[src/rtl/dma_chan_sched_if.sv]
// Frontend/backend handshake bundle of the multi-channel DMA job scheduler.
// master: the scheduler itself; slave: the frontends plus backend around it.
interface dma_chan_sched_if #(
   parameter int unsigned NumChannels    = 4,
   parameter int unsigned NumOutstanding = 8,
   parameter int unsigned IdCounterWidth = 32,
   parameter type         job_t          = logic
);
   localparam int unsigned ChanIdxWidth = (NumChannels > 1) ? $clog2(NumChannels) : 1;
   localparam int unsigned OutWidth     = $clog2(NumOutstanding + 1);

   job_t                      chan_req     [NumChannels];
   logic [NumChannels-1:0]    chan_valid;
   logic [NumChannels-1:0]    chan_ready;
   logic [NumChannels-1:0]    chan_enable;
   logic [IdCounterWidth-1:0] chan_next_id [NumChannels];
   logic [IdCounterWidth-1:0] chan_done_id [NumChannels];
   logic [NumChannels-1:0]    chan_busy;
   job_t                      be_req;
   logic [ChanIdxWidth-1:0]   be_chan;
   logic                      be_valid;
   logic                      be_ready;
   logic                      be_rsp_valid;
   logic                      be_rsp_ready;
   logic [OutWidth-1:0]       outstanding;

   modport master (
      input  chan_req, chan_valid, chan_enable, be_ready, be_rsp_valid,
      output chan_ready, chan_next_id, chan_done_id, chan_busy,
             be_req, be_chan, be_valid, be_rsp_ready, outstanding
   );

   modport slave (
      output chan_req, chan_valid, chan_enable, be_ready, be_rsp_valid,
      input  chan_ready, chan_next_id, chan_done_id, chan_busy,
             be_req, be_chan, be_valid, be_rsp_ready, outstanding
   );
endinterface

[src/rtl/dma_chan_sched.sv]
// Multi-channel DMA job scheduler: per-channel job FIFOs and ID counters, round-robin
// dispatch to one shared backend, in-order completions attributed through a tag FIFO.
module dma_chan_sched #(
   parameter int unsigned NumChannels    = 4,
   parameter int unsigned JobFifoDepth   = 2,
   parameter int unsigned NumOutstanding = 8,
   parameter int unsigned IdCounterWidth = 32,
   parameter type         job_t          = logic
) (
   input logic              clk_i,
   input logic              rst_ni,
   dma_chan_sched_if.master bus
);
   localparam int unsigned ChanIdxWidth = (NumChannels > 1) ? $clog2(NumChannels) : 1;
   localparam int unsigned OutWidth     = $clog2(NumOutstanding + 1);
   localparam int unsigned FifoPtrWidth = (JobFifoDepth > 1) ? $clog2(JobFifoDepth) : 1;
   localparam int unsigned FifoCntWidth = $clog2(JobFifoDepth + 1);
   localparam int unsigned TagPtrWidth  = (NumOutstanding > 1) ? $clog2(NumOutstanding) : 1;

   typedef logic [ChanIdxWidth-1:0]   chan_idx_t;
   typedef logic [IdCounterWidth-1:0] id_t;
   typedef enum logic {ST_ARB, ST_LOCK} arb_state_e;

   job_t                    fifo_mem_q  [NumChannels][JobFifoDepth];
   logic [FifoPtrWidth-1:0] fifo_wptr_q [NumChannels];
   logic [FifoPtrWidth-1:0] fifo_rptr_q [NumChannels];
   logic [FifoCntWidth-1:0] fifo_cnt_q  [NumChannels];
   chan_idx_t               tag_mem_q   [NumOutstanding];
   logic [TagPtrWidth-1:0]  tag_wptr_q, tag_rptr_q;
   logic [OutWidth-1:0]     out_cnt_q;
   logic [OutWidth-1:0]     inflight_q  [NumChannels];
   id_t                     next_id_q   [NumChannels];
   id_t                     done_id_q   [NumChannels];

   arb_state_e state_q, state_d;
   chan_idx_t  ptr_q, ptr_d, lock_chan_q, lock_chan_d, grant, tag_head;
   logic       grant_vld, be_valid_c, dispatch, retire;
   logic [NumChannels-1:0] full, nonempty, elig, push, pop, retire_chan;

   // Per-channel FIFO status and the accept/pop/retire strobes
   always_comb begin
      tag_head = tag_mem_q[tag_rptr_q];
      retire   = bus.be_rsp_valid & (out_cnt_q != '0);
      for (int unsigned c = 0; c < NumChannels; c++) begin
         full[c]        = (fifo_cnt_q[c] == FifoCntWidth'(JobFifoDepth));
         nonempty[c]    = (fifo_cnt_q[c] != '0);
         elig[c]        = nonempty[c] & bus.chan_enable[c];
         push[c]        = bus.chan_valid[c] & ~full[c];
         pop[c]         = dispatch & (grant == chan_idx_t'(c));
         retire_chan[c] = retire & (tag_head == chan_idx_t'(c));
      end
   end

   // Arbiter: round-robin search, or hold the presented grant while the backend stalls
   always_comb begin
      state_d     = state_q;
      ptr_d       = ptr_q;
      lock_chan_d = lock_chan_q;
      grant       = lock_chan_q;
      grant_vld   = 1'b0;
      if (state_q == ST_LOCK) begin
         grant_vld = 1'b1;
      end else begin
         for (int unsigned i = 0; i < NumChannels; i++) begin
            chan_idx_t idx;
            idx = chan_idx_t'((32'(ptr_q) + NumChannels - 1 - i) % NumChannels);
            if (elig[idx]) begin
               grant     = idx;
               grant_vld = 1'b1;
            end
         end
      end
      be_valid_c = grant_vld & (out_cnt_q < OutWidth'(NumOutstanding));
      dispatch   = be_valid_c & bus.be_ready;
      case (state_q)
         ST_ARB: if (be_valid_c && !bus.be_ready) begin
            state_d     = ST_LOCK;
            lock_chan_d = grant;
         end
         ST_LOCK: if (bus.be_ready) state_d = ST_ARB;
         default: state_d = ST_ARB;
      endcase
      if (dispatch) ptr_d = chan_idx_t'((32'(grant) + 1) % NumChannels);
   end

   always_ff @(posedge clk_i or negedge rst_ni) begin
      if (!rst_ni) begin
         state_q     <= ST_ARB;
         ptr_q       <= '0;
         lock_chan_q <= '0;
      end else begin
         state_q     <= state_d;
         ptr_q       <= ptr_d;
         lock_chan_q <= lock_chan_d;
      end
   end

   // Job FIFOs, tag FIFO, ID and in-flight counters
   always_ff @(posedge clk_i or negedge rst_ni) begin
      if (!rst_ni) begin
         for (int unsigned c = 0; c < NumChannels; c++) begin
            for (int unsigned d = 0; d < JobFifoDepth; d++) fifo_mem_q[c][d] <= '0;
            fifo_wptr_q[c] <= '0;
            fifo_rptr_q[c] <= '0;
            fifo_cnt_q[c]  <= '0;
            inflight_q[c]  <= '0;
            next_id_q[c]   <= id_t'(1);
            done_id_q[c]   <= '0;
         end
         for (int unsigned t = 0; t < NumOutstanding; t++) tag_mem_q[t] <= '0;
         tag_wptr_q <= '0;
         tag_rptr_q <= '0;
         out_cnt_q  <= '0;
      end else begin
         for (int unsigned c = 0; c < NumChannels; c++) begin
            if (push[c]) begin
               fifo_mem_q[c][fifo_wptr_q[c]] <= bus.chan_req[c];
               fifo_wptr_q[c] <= (fifo_wptr_q[c] == FifoPtrWidth'(JobFifoDepth - 1)) ?
                                 '0 : fifo_wptr_q[c] + 1'b1;
               next_id_q[c]   <= next_id_q[c] + 1'b1;
            end
            if (pop[c]) begin
               fifo_rptr_q[c] <= (fifo_rptr_q[c] == FifoPtrWidth'(JobFifoDepth - 1)) ?
                                 '0 : fifo_rptr_q[c] + 1'b1;
            end
            if (retire_chan[c]) done_id_q[c] <= done_id_q[c] + 1'b1;
            fifo_cnt_q[c] <= fifo_cnt_q[c] + FifoCntWidth'(push[c]) - FifoCntWidth'(pop[c]);
            inflight_q[c] <= inflight_q[c] + OutWidth'(pop[c]) - OutWidth'(retire_chan[c]);
         end
         if (dispatch) begin
            tag_mem_q[tag_wptr_q] <= grant;
            tag_wptr_q <= (tag_wptr_q == TagPtrWidth'(NumOutstanding - 1)) ? '0 : tag_wptr_q + 1'b1;
         end
         if (retire) begin
            tag_rptr_q <= (tag_rptr_q == TagPtrWidth'(NumOutstanding - 1)) ? '0 : tag_rptr_q + 1'b1;
         end
         out_cnt_q <= out_cnt_q + OutWidth'(dispatch) - OutWidth'(retire);
      end
   end

   always_comb begin
      bus.be_valid     = be_valid_c;
      bus.be_req       = be_valid_c ? fifo_mem_q[grant][fifo_rptr_q[grant]] : '0;
      bus.be_chan      = be_valid_c ? grant : '0;
      bus.be_rsp_ready = (out_cnt_q != '0);
      bus.outstanding  = out_cnt_q;
      for (int unsigned c = 0; c < NumChannels; c++) begin
         bus.chan_ready[c]   = ~full[c];
         bus.chan_busy[c]    = nonempty[c] | (inflight_q[c] != '0);
         bus.chan_next_id[c] = next_id_q[c];
         bus.chan_done_id[c] = done_id_q[c];
      end
   end

`ifndef SYNTHESIS
   logic      stall_prev_q;
   job_t      req_prev_q;
   chan_idx_t chan_prev_q;

   // Outstanding bound, stall stability, and accepted - retired == queued + in flight
   always_ff @(posedge clk_i or negedge rst_ni) begin
      if (!rst_ni) begin
         stall_prev_q <= 1'b0;
         req_prev_q   <= '0;
         chan_prev_q  <= '0;
      end else begin
         assert (out_cnt_q <= OutWidth'(NumOutstanding)) else $error("outstanding above bound");
         if (stall_prev_q) begin
            assert (be_valid_c && bus.be_req == req_prev_q && bus.be_chan == chan_prev_q)
               else $error("backend payload changed during stall");
         end
         for (int unsigned c = 0; c < NumChannels; c++) begin
            assert (id_t'(next_id_q[c] - done_id_q[c] - 1'b1) ==
                    id_t'(fifo_cnt_q[c]) + id_t'(inflight_q[c]))
               else $error("done_id overtook next_id");
         end
         stall_prev_q <= be_valid_c & ~bus.be_ready;
         req_prev_q   <= bus.be_req;
         chan_prev_q  <= bus.be_chan;
      end
   end
`endif
endmodule

[src/flat_wrapper.sv]
// flat-port wrapper written by rule: the top's interface ports become plain ports
module dma_chan_sched_flat 
#(
   parameter int unsigned NumChannels    = 4,
   parameter int unsigned JobFifoDepth   = 2,
   parameter int unsigned NumOutstanding = 8,
   parameter int unsigned IdCounterWidth = 32,
   parameter type         job_t          = logic
)
  (clk_i, rst_ni, bus_chan_req, bus_chan_valid, bus_chan_enable, bus_be_ready, bus_be_rsp_valid, bus_chan_ready, bus_chan_next_id, bus_chan_done_id, bus_chan_busy, bus_be_req, bus_be_chan, bus_be_valid, bus_be_rsp_ready, bus_outstanding);
  dma_chan_sched_if #(.NumChannels(NumChannels), .NumOutstanding(NumOutstanding), .IdCounterWidth(IdCounterWidth), .job_t(job_t)) bus_i ();
  input logic clk_i;
  input logic rst_ni;
  input wire logic [$bits(bus_i.chan_req)-1:0] bus_chan_req;
  input wire logic [$bits(bus_i.chan_valid)-1:0] bus_chan_valid;
  input wire logic [$bits(bus_i.chan_enable)-1:0] bus_chan_enable;
  input wire logic [$bits(bus_i.be_ready)-1:0] bus_be_ready;
  input wire logic [$bits(bus_i.be_rsp_valid)-1:0] bus_be_rsp_valid;
  output wire logic [$bits(bus_i.chan_ready)-1:0] bus_chan_ready;
  output wire logic [$bits(bus_i.chan_next_id)-1:0] bus_chan_next_id;
  output wire logic [$bits(bus_i.chan_done_id)-1:0] bus_chan_done_id;
  output wire logic [$bits(bus_i.chan_busy)-1:0] bus_chan_busy;
  output wire logic [$bits(bus_i.be_req)-1:0] bus_be_req;
  output wire logic [$bits(bus_i.be_chan)-1:0] bus_be_chan;
  output wire logic [$bits(bus_i.be_valid)-1:0] bus_be_valid;
  output wire logic [$bits(bus_i.be_rsp_ready)-1:0] bus_be_rsp_ready;
  output wire logic [$bits(bus_i.outstanding)-1:0] bus_outstanding;
  assign bus_i.chan_req = {>>{bus_chan_req}};
  assign bus_i.chan_valid = bus_chan_valid;
  assign bus_i.chan_enable = bus_chan_enable;
  assign bus_i.be_ready = bus_be_ready;
  assign bus_i.be_rsp_valid = bus_be_rsp_valid;
  assign bus_chan_ready = bus_i.chan_ready;
  assign bus_chan_next_id = {>>{bus_i.chan_next_id}};
  assign bus_chan_done_id = {>>{bus_i.chan_done_id}};
  assign bus_chan_busy = bus_i.chan_busy;
  assign bus_be_req = bus_i.be_req;
  assign bus_be_chan = bus_i.be_chan;
  assign bus_be_valid = bus_i.be_valid;
  assign bus_be_rsp_ready = bus_i.be_rsp_ready;
  assign bus_outstanding = bus_i.outstanding;
  dma_chan_sched #(.NumChannels(NumChannels), .JobFifoDepth(JobFifoDepth), .NumOutstanding(NumOutstanding), .IdCounterWidth(IdCounterWidth), .job_t(job_t)) u_core (.clk_i(clk_i), .rst_ni(rst_ni), .bus(bus_i));
endmodule
[config.mk]
export PLATFORM = sky130hd
export DESIGN_NAME = dma_chan_sched_flat
export DESIGN_NICKNAME = d
export VERILOG_FILES = /design/src/rtl/dma_chan_sched_if.sv /design/src/rtl/dma_chan_sched.sv /design/src/flat_wrapper.sv
export SDC_FILE = /design/constraint.sdc
export NUM_CORES = 1
export LEC_CHECK = 0
export CORE_MARGIN = 2
export CORE_UTILIZATION = 35
export DETAILED_ROUTE_END_ITERATION = 16
export GPL_ROUTABILITY_DRIVEN = 0
export PLACE_DENSITY_LB_ADDON = 0.25
export SLEW_MARGIN = 20
export SYNTH_ARGS = -nofsm -noshare
export SYNTH_HDL_FRONTEND = slang
export SYNTH_SLANG_ARGS = --single-unit
[constraint.sdc]
create_clock -name clk_i -period 4 [get_ports clk_i]
set_input_delay 0.8 -clock clk_i [delete_from_list [all_inputs] [get_ports clk_i]]
set_output_delay 0.8 -clock clk_i [all_outputs]
set_load 0.005 [all_outputs]
# Yosys cells after proc, flatten, opt, wreduce, memory -nomap -nowiden
# Cells that the tools add are included.
# classes
add_sub_neg	42
n_lt_le_gt_ge	18
eq_ne	12
n_mux	60
bitwise_logic	36
n_reduce_logical	19
# ops
op	n
$add A32 B1 Y32 const B	8
$mux W1	29
$mux W2	11
$add A4 B1 Y4	5
$reduce_bool A4 Y1	5
$sub A4 B1 Y4	5
$and A1 B1 Y1	19
$bwmux W16	1
$eq A2 B2 Y1 const B	8
$lt A2 B3 Y1 const B	4
$bmux W1 S2	5
$ge A2 B2 Y1 const B	5
$not A1 Y2	5
$add A1 B1 Y1 const B	8
$add A2 B1 Y2	4
$bwmux W2	4
$ge A4 B4 Y1 const B	2
$lt A2 B1 Y1 const B	4
$not A3 Y4	2
$reduce_bool A2 Y1	4
$sub A2 B1 Y2	4
$add A3 B1 Y3 const B	2
$bmux W2 S3	1
$demux W2 S3	1
other kinds (19)	41
# totals
ff_bits	327
inputBits	16
output_inout_bits	273
wordCells	233

# Depth between registers and ports, before layout
# depth
ltp_word	18
depth_mapped	15

# Worst setup path after synthesis
# No wires, ideal clock.
# synth_timing
path_kind	input-to-output
start	input bus_chan_enable[3]
end	output bus_be_req
t_arrival_ps	2874
t_required_ps	3200
setup_slack_ps	326
stages	9
path_cell_list	o21a_1 -> mux4_2 -> o41a_1 -> o31ai_4 -> buf_8 -> mux2i_1 -> mux2i_1 -> mux2i_1 -> nor2_1
# synth_via
elab_chain_cells	17
elab_cells_between_ends	32
classes_between	mux: 28; bitwise: 4
# synth_lines
item	line	source
from (decl)	flat_wrapper.sv:16	input wire logic [$bits(bus_i.chan_enable)-1:0] bus_chan_enable;
$and A1 B1 Y1 *	dma_chan_sched.sv:47	elig[c] = nonempty[c] & bus.chan_enable[c];
$bmux W1 S2	dma_chan_sched.sv:67	if (elig[idx]) begin
$mux W1 (implied by the code)	dma_chan_sched.sv:67	
$mux W2 (4 in a row)	dma_chan_sched.sv:67	
$mux W2	dma_chan_sched.sv:61	if (state_q == ST_LOCK) begin
$not A2 Y3 (implied by the code)	dma_chan_sched.sv:143	bus.be_req = be_valid_c ? fifo_mem_q[grant][fifo_rptr_q[grant]] : '0;
$bmux W1 S2	dma_chan_sched.sv:143	
$mux W1 (implied by the code) (2 in a row)	dma_chan_sched.sv:143	
$not A1 Y2 (implied by the code)	dma_chan_sched.sv:143	
$mux W1 (implied by the code) (3 in a row)	dma_chan_sched.sv:143	
$mux W1 *	dma_chan_sched.sv:143	
to (decl)	flat_wrapper.sv:23	output wire logic [$bits(bus_i.be_req)-1:0] bus_be_req;
# Mark *: on every way between the ends. The rest lies on a longest branch, timed or not. The select of a mux whose other input is x is not followed.

# Worst setup path in the final report
# layout_timing
start	register u_core.fifo_cnt_q[4] in the netlist's numbering
end	output bus_be_req
# layout_via
elab_chain_cells	18
elab_cells_between_ends	33
classes_between	mux: 28; bitwise: 4; reduce/logical: 1
# layout_lines
item	line	source
from (decl)	dma_chan_sched.sv:27	logic [FifoCntWidth-1:0] fifo_cnt_q [NumChannels];
from (signal, indexed assignment)	dma_chan_sched.sv:127	fifo_cnt_q[c] <= fifo_cnt_q[c] + FifoCntWidth'(push[c]) - FifoCntWidth'(pop[c]);
$reduce_bool A2 Y1 *	dma_chan_sched.sv:46	nonempty[c] = (fifo_cnt_q[c] != '0);
$and A1 B1 Y1 *	dma_chan_sched.sv:47	
$bmux W1 S2	dma_chan_sched.sv:67	
$mux W1 (implied by the code)	dma_chan_sched.sv:67	
$mux W2 (4 in a row)	dma_chan_sched.sv:67	
$mux W2	dma_chan_sched.sv:61	
$not A2 Y3 (implied by the code)	dma_chan_sched.sv:143	
$bmux W1 S2	dma_chan_sched.sv:143	
$mux W1 (implied by the code) (2 in a row)	dma_chan_sched.sv:143	
$not A1 Y2 (implied by the code)	dma_chan_sched.sv:143	
$mux W1 (implied by the code) (3 in a row)	dma_chan_sched.sv:143	
$mux W1 *	dma_chan_sched.sv:143	
# Marked as above.

==> flow_summary.json <==
{
  "synth_fp_nets": 1404,
  "holdCritPathClass": "in -> async",
  "start_util_pct": 35.3,
  "grt_pass1_wl_um": 56400,
  "critPathArrivalTime_ps": 3170,
  "critPathRequiredTime_ps": 3200,
  "cp.depth": 10,
  "rsz0062_at_grt": "true",
  "first_pass_iters": 4,
  "fin_area_sq_um": 20200,
  "cts_tree": "built",
  "grt_usage_pct": 15.5,
  "synth_ff_type": "dfrtp_1",
  "vias": 10800,
  "max_freq_mhz": 252,
  "stdcell_count": 2262,
  "ant_nets": 0,
  "dpl_cell_area_sq_um": 18900,
  "area_growth_pct": 33.6,
  "fin_nets": 1749,
  "worst-slew-pin-transition_ps": 756,
  "clkTransAtPathRegs_ps": 60,
  "synth.area.top_cells": "dfrtp_1 (54%), xnor2_1 (12%), xor2_1 (4.3%)",
  "dp.final_hpwl_um": 25300,
  "powerDensity_nw_per_um2": 568,
  "htreeDepth": 2,
  "drtIter0Drc": 512,
  "synth_top_area_cell": "dfrtp_1",
  "slew_violations": 0,
  "synth.distinct_cells": 61,
  "outcome": "finished, final reports clean",
  "cap_violations": 0,
  "fin_crit_sh_pct": 99.3,
  "yosysMostFrequentCell": "dfrtp_1",
  "async_flop_share_pct": 100,
  "startpoint_type": "register",
  "synth_edf_count": 0,
  "setup_viol": 0,
  "hold_ws_ps": 291,
  "path_class": "reg -> out",
  "fillers": 3959,
  "die_w_um": 212,
  "core-area_sq_um": 42800,
  "max-slew-margin-rel_pct": 49.6,
  "crit_family": "multiplexers",
  "synth-seq-cells": 327,
  "ioPinCount": 289,
  "r2r.worst_path.cells": 8,
  "clk_latency_ps": 550,
  "clk_path_buf_depth": 3,
  "synth_top_area_share_pct": 53.5,
  "leakage_nw": 9.00,
  "peakVddDrop_mv": 0.552,
  "diodes": 0,
  "root_buffer": "clkbuf_16",
  "path_common_cell": "mux2i_1",
  "timing.critical_path.buf_inv": 2,
  "drive_gt1_share_pct": 9.32,
  "rows": 76,
  "die-area_sq_um": 44800,
  "crit_path_max_fanout": 8,
  "yosysSeqAreaShare_pct": 54.2,
  "cts_buffers": 38,
  "overflow": 0,
  "drc": 0,
  "syn_inst": 1342,
  "ys_top_cells_by_count": "dfrtp_1 (323), xnor2_1 (204), nand2_1 (157)",
  "vias_per_cell": 4.77,
  "cp-end-kind": "primary output",
  "routed_wl_um": 34900,
  "synth_area_per_cell_sq_um": 11.3,
  "wl_per_cell_um": 15.4,
  "critPathLaunch": "u_core.fifo_cnt_q[4]",
  "grt_antenna_before_repair": 0,
  "slowest_delay_ps": 490,
  "ys_warn_count": 0,
  "grt_pass1_vias": 10600,
  "crit_chain": "o21a_1 -> mux4_2 -> o41a_1 -> o31ai_4 -> buf_12 -> mux2i_2 -> mux2i_1 -> mux2i_1 -> nor2_1 -> buf_2",
  "period_needed_ps": 3970,
  "finClkSkew_ps": 22.8,
  "fp.dieH_um": 212,
  "slowest_stage": "mux4_2",
  "synth_area_sq_um": 15100,
  "grt_start_max_net_pins": 93,
  "portBuffers": 288,
  "r2r_start": "u_core.tag_rptr_q[0]",
  "clkSinkCount": 327,
  "dpl.cell_count": 2188,
  "hold_viol_final": 0
}
==> logic make-up (layout without fill, tap and decap cells) <==
group,count (synthesis),count (layout),synth area share [%]
AND/OR/NAND/NOR,518,518,17.5
flip-flops,327,327,54.2
XOR/XNOR,279,279,16.2
AO/OA/AOI/OAI,41,41,2.15
buffers and inverters,86,460,2.31
multiplexers,45,45,3.64
adder cells (fa/ha/maj),46,46,4.06
==> per-layer routing <==
layer	track usage [%]	wire, um	vias to the layer above
met4	5.25	704	0
li1	-	-	5211
met2	24.5	16200	212
met3	3.03	1620	50
met5	0	0	-
met1	21.3	16400	5324
==> state kept, by name (all words and copies together), names as in the netlist, 4 cells and up <==
register,flops
u_core.fifo_cnt_q,8
u_core.bus.outstanding,4
u_core.bus.chan_next_id,128
u_core.fifo_rptr_q,4
u_core.tag_mem_q,16
u_core.fifo_wptr_q,4
u_core.inflight_q,16
u_core.bus.chan_done_id,128
u_core.fifo_mem_q,8
==> path summary, 6_finish.rpt <==
kind / end / slack [ps]
worst max-delay path: bus_be_req / 30
worst min-delay path: u_core.bus.chan_next_id[61] / 290
min in group clk_i: u_core.bus.chan_next_id[63] / 470
max in group asynchronous: u_core.bus.chan_next_id[96] / 2720
worst min register to register: u_core.bus.chan_next_id[63] / 470
worst max register to register: u_core.inflight_q[6] / 710
==> placed cells by master, fill, tap and decap left out, drive strengths merged, types with 3 or more instances in the layout <==
cell type      instances
fa                     5
dfstp                  4
mux2i                 11
nand2                157
clkbuf                60
nand3                 81
xnor2                204
o21a                   4
nor4                  13
and2                   5
clkdlybuf4s50        281
dfrtp                323
or2                    4
or3b                   3
o21ai                  9
inv                   67
and3                  42
and4                  14
xor2                  75
nand4                 54
clkinv                 5
a21o                   5
buf                   40
or3                    4
nand2b                 8
nor2b                  5
nor3                  30
mux4                   5
nor2                  87
ha                    41
a21oi                 11
mux2                  29
nand3b                 3
clkdlybuf4s15          3
==> cell type report <==
cell class,instances,area [sq um],area share (%)
Timing Repair Buffer,326,3230,16.0
Multi-Input combinational cell,929,6570,32.6
Inverter,65,244,1.21
Clock inverter,9,114,0.564
Tap cell,546,683,3.39
Clock buffer,60,1140,5.67
Sequential cell,327,8190,40.6
==> worst reg2reg max path, stage by stage (launching register included) <==
cell     delay (ps)
dfrtp_1         570
mux4_2          610
or3b_1          420
a21oi_4         410
ha_1            330
nor2_1          160
nand3_1         120
fa_1            430
xnor2_1         130
==> power breakdown <==
part | internal [mW] | switching [mW] | total (mW)
clock network | 2.10 | 1.39 | 3.49
logic | 1.87 | 1.63 | 3.50
registers | 3.91 | 0.576 | 4.48
total | 7.87 | 3.59 | 11.5
==> per-stage QoR <==
stage / setup WS (ps) / util, % / total power, mW / setup TNS [ps]
floorplan: 326 / - / 6.55 / 0
global placement: -728 / 44.1 / 7.91 / -1300
detailed placement: -741 / 44.1 / 8.01 / -1410
CTS: -63.7 / 47.0 / 11.6 / -118
global route: -150 / 47.2 / 12.3 / -172
finish: 28.5 / 47.2 / 11.5 / 0
==> repair_timing <==
item,4_1_cts,5_1_grt
endpoints found under the hold margin,0,0
gates cloned,0,0
endpoints found under the setup margin,3,3
buffers inserted,1,5
gates resized for setup,8,10
hold buffers,0,0
pin swaps,4,0
Power figures use the tool's default switching activity.
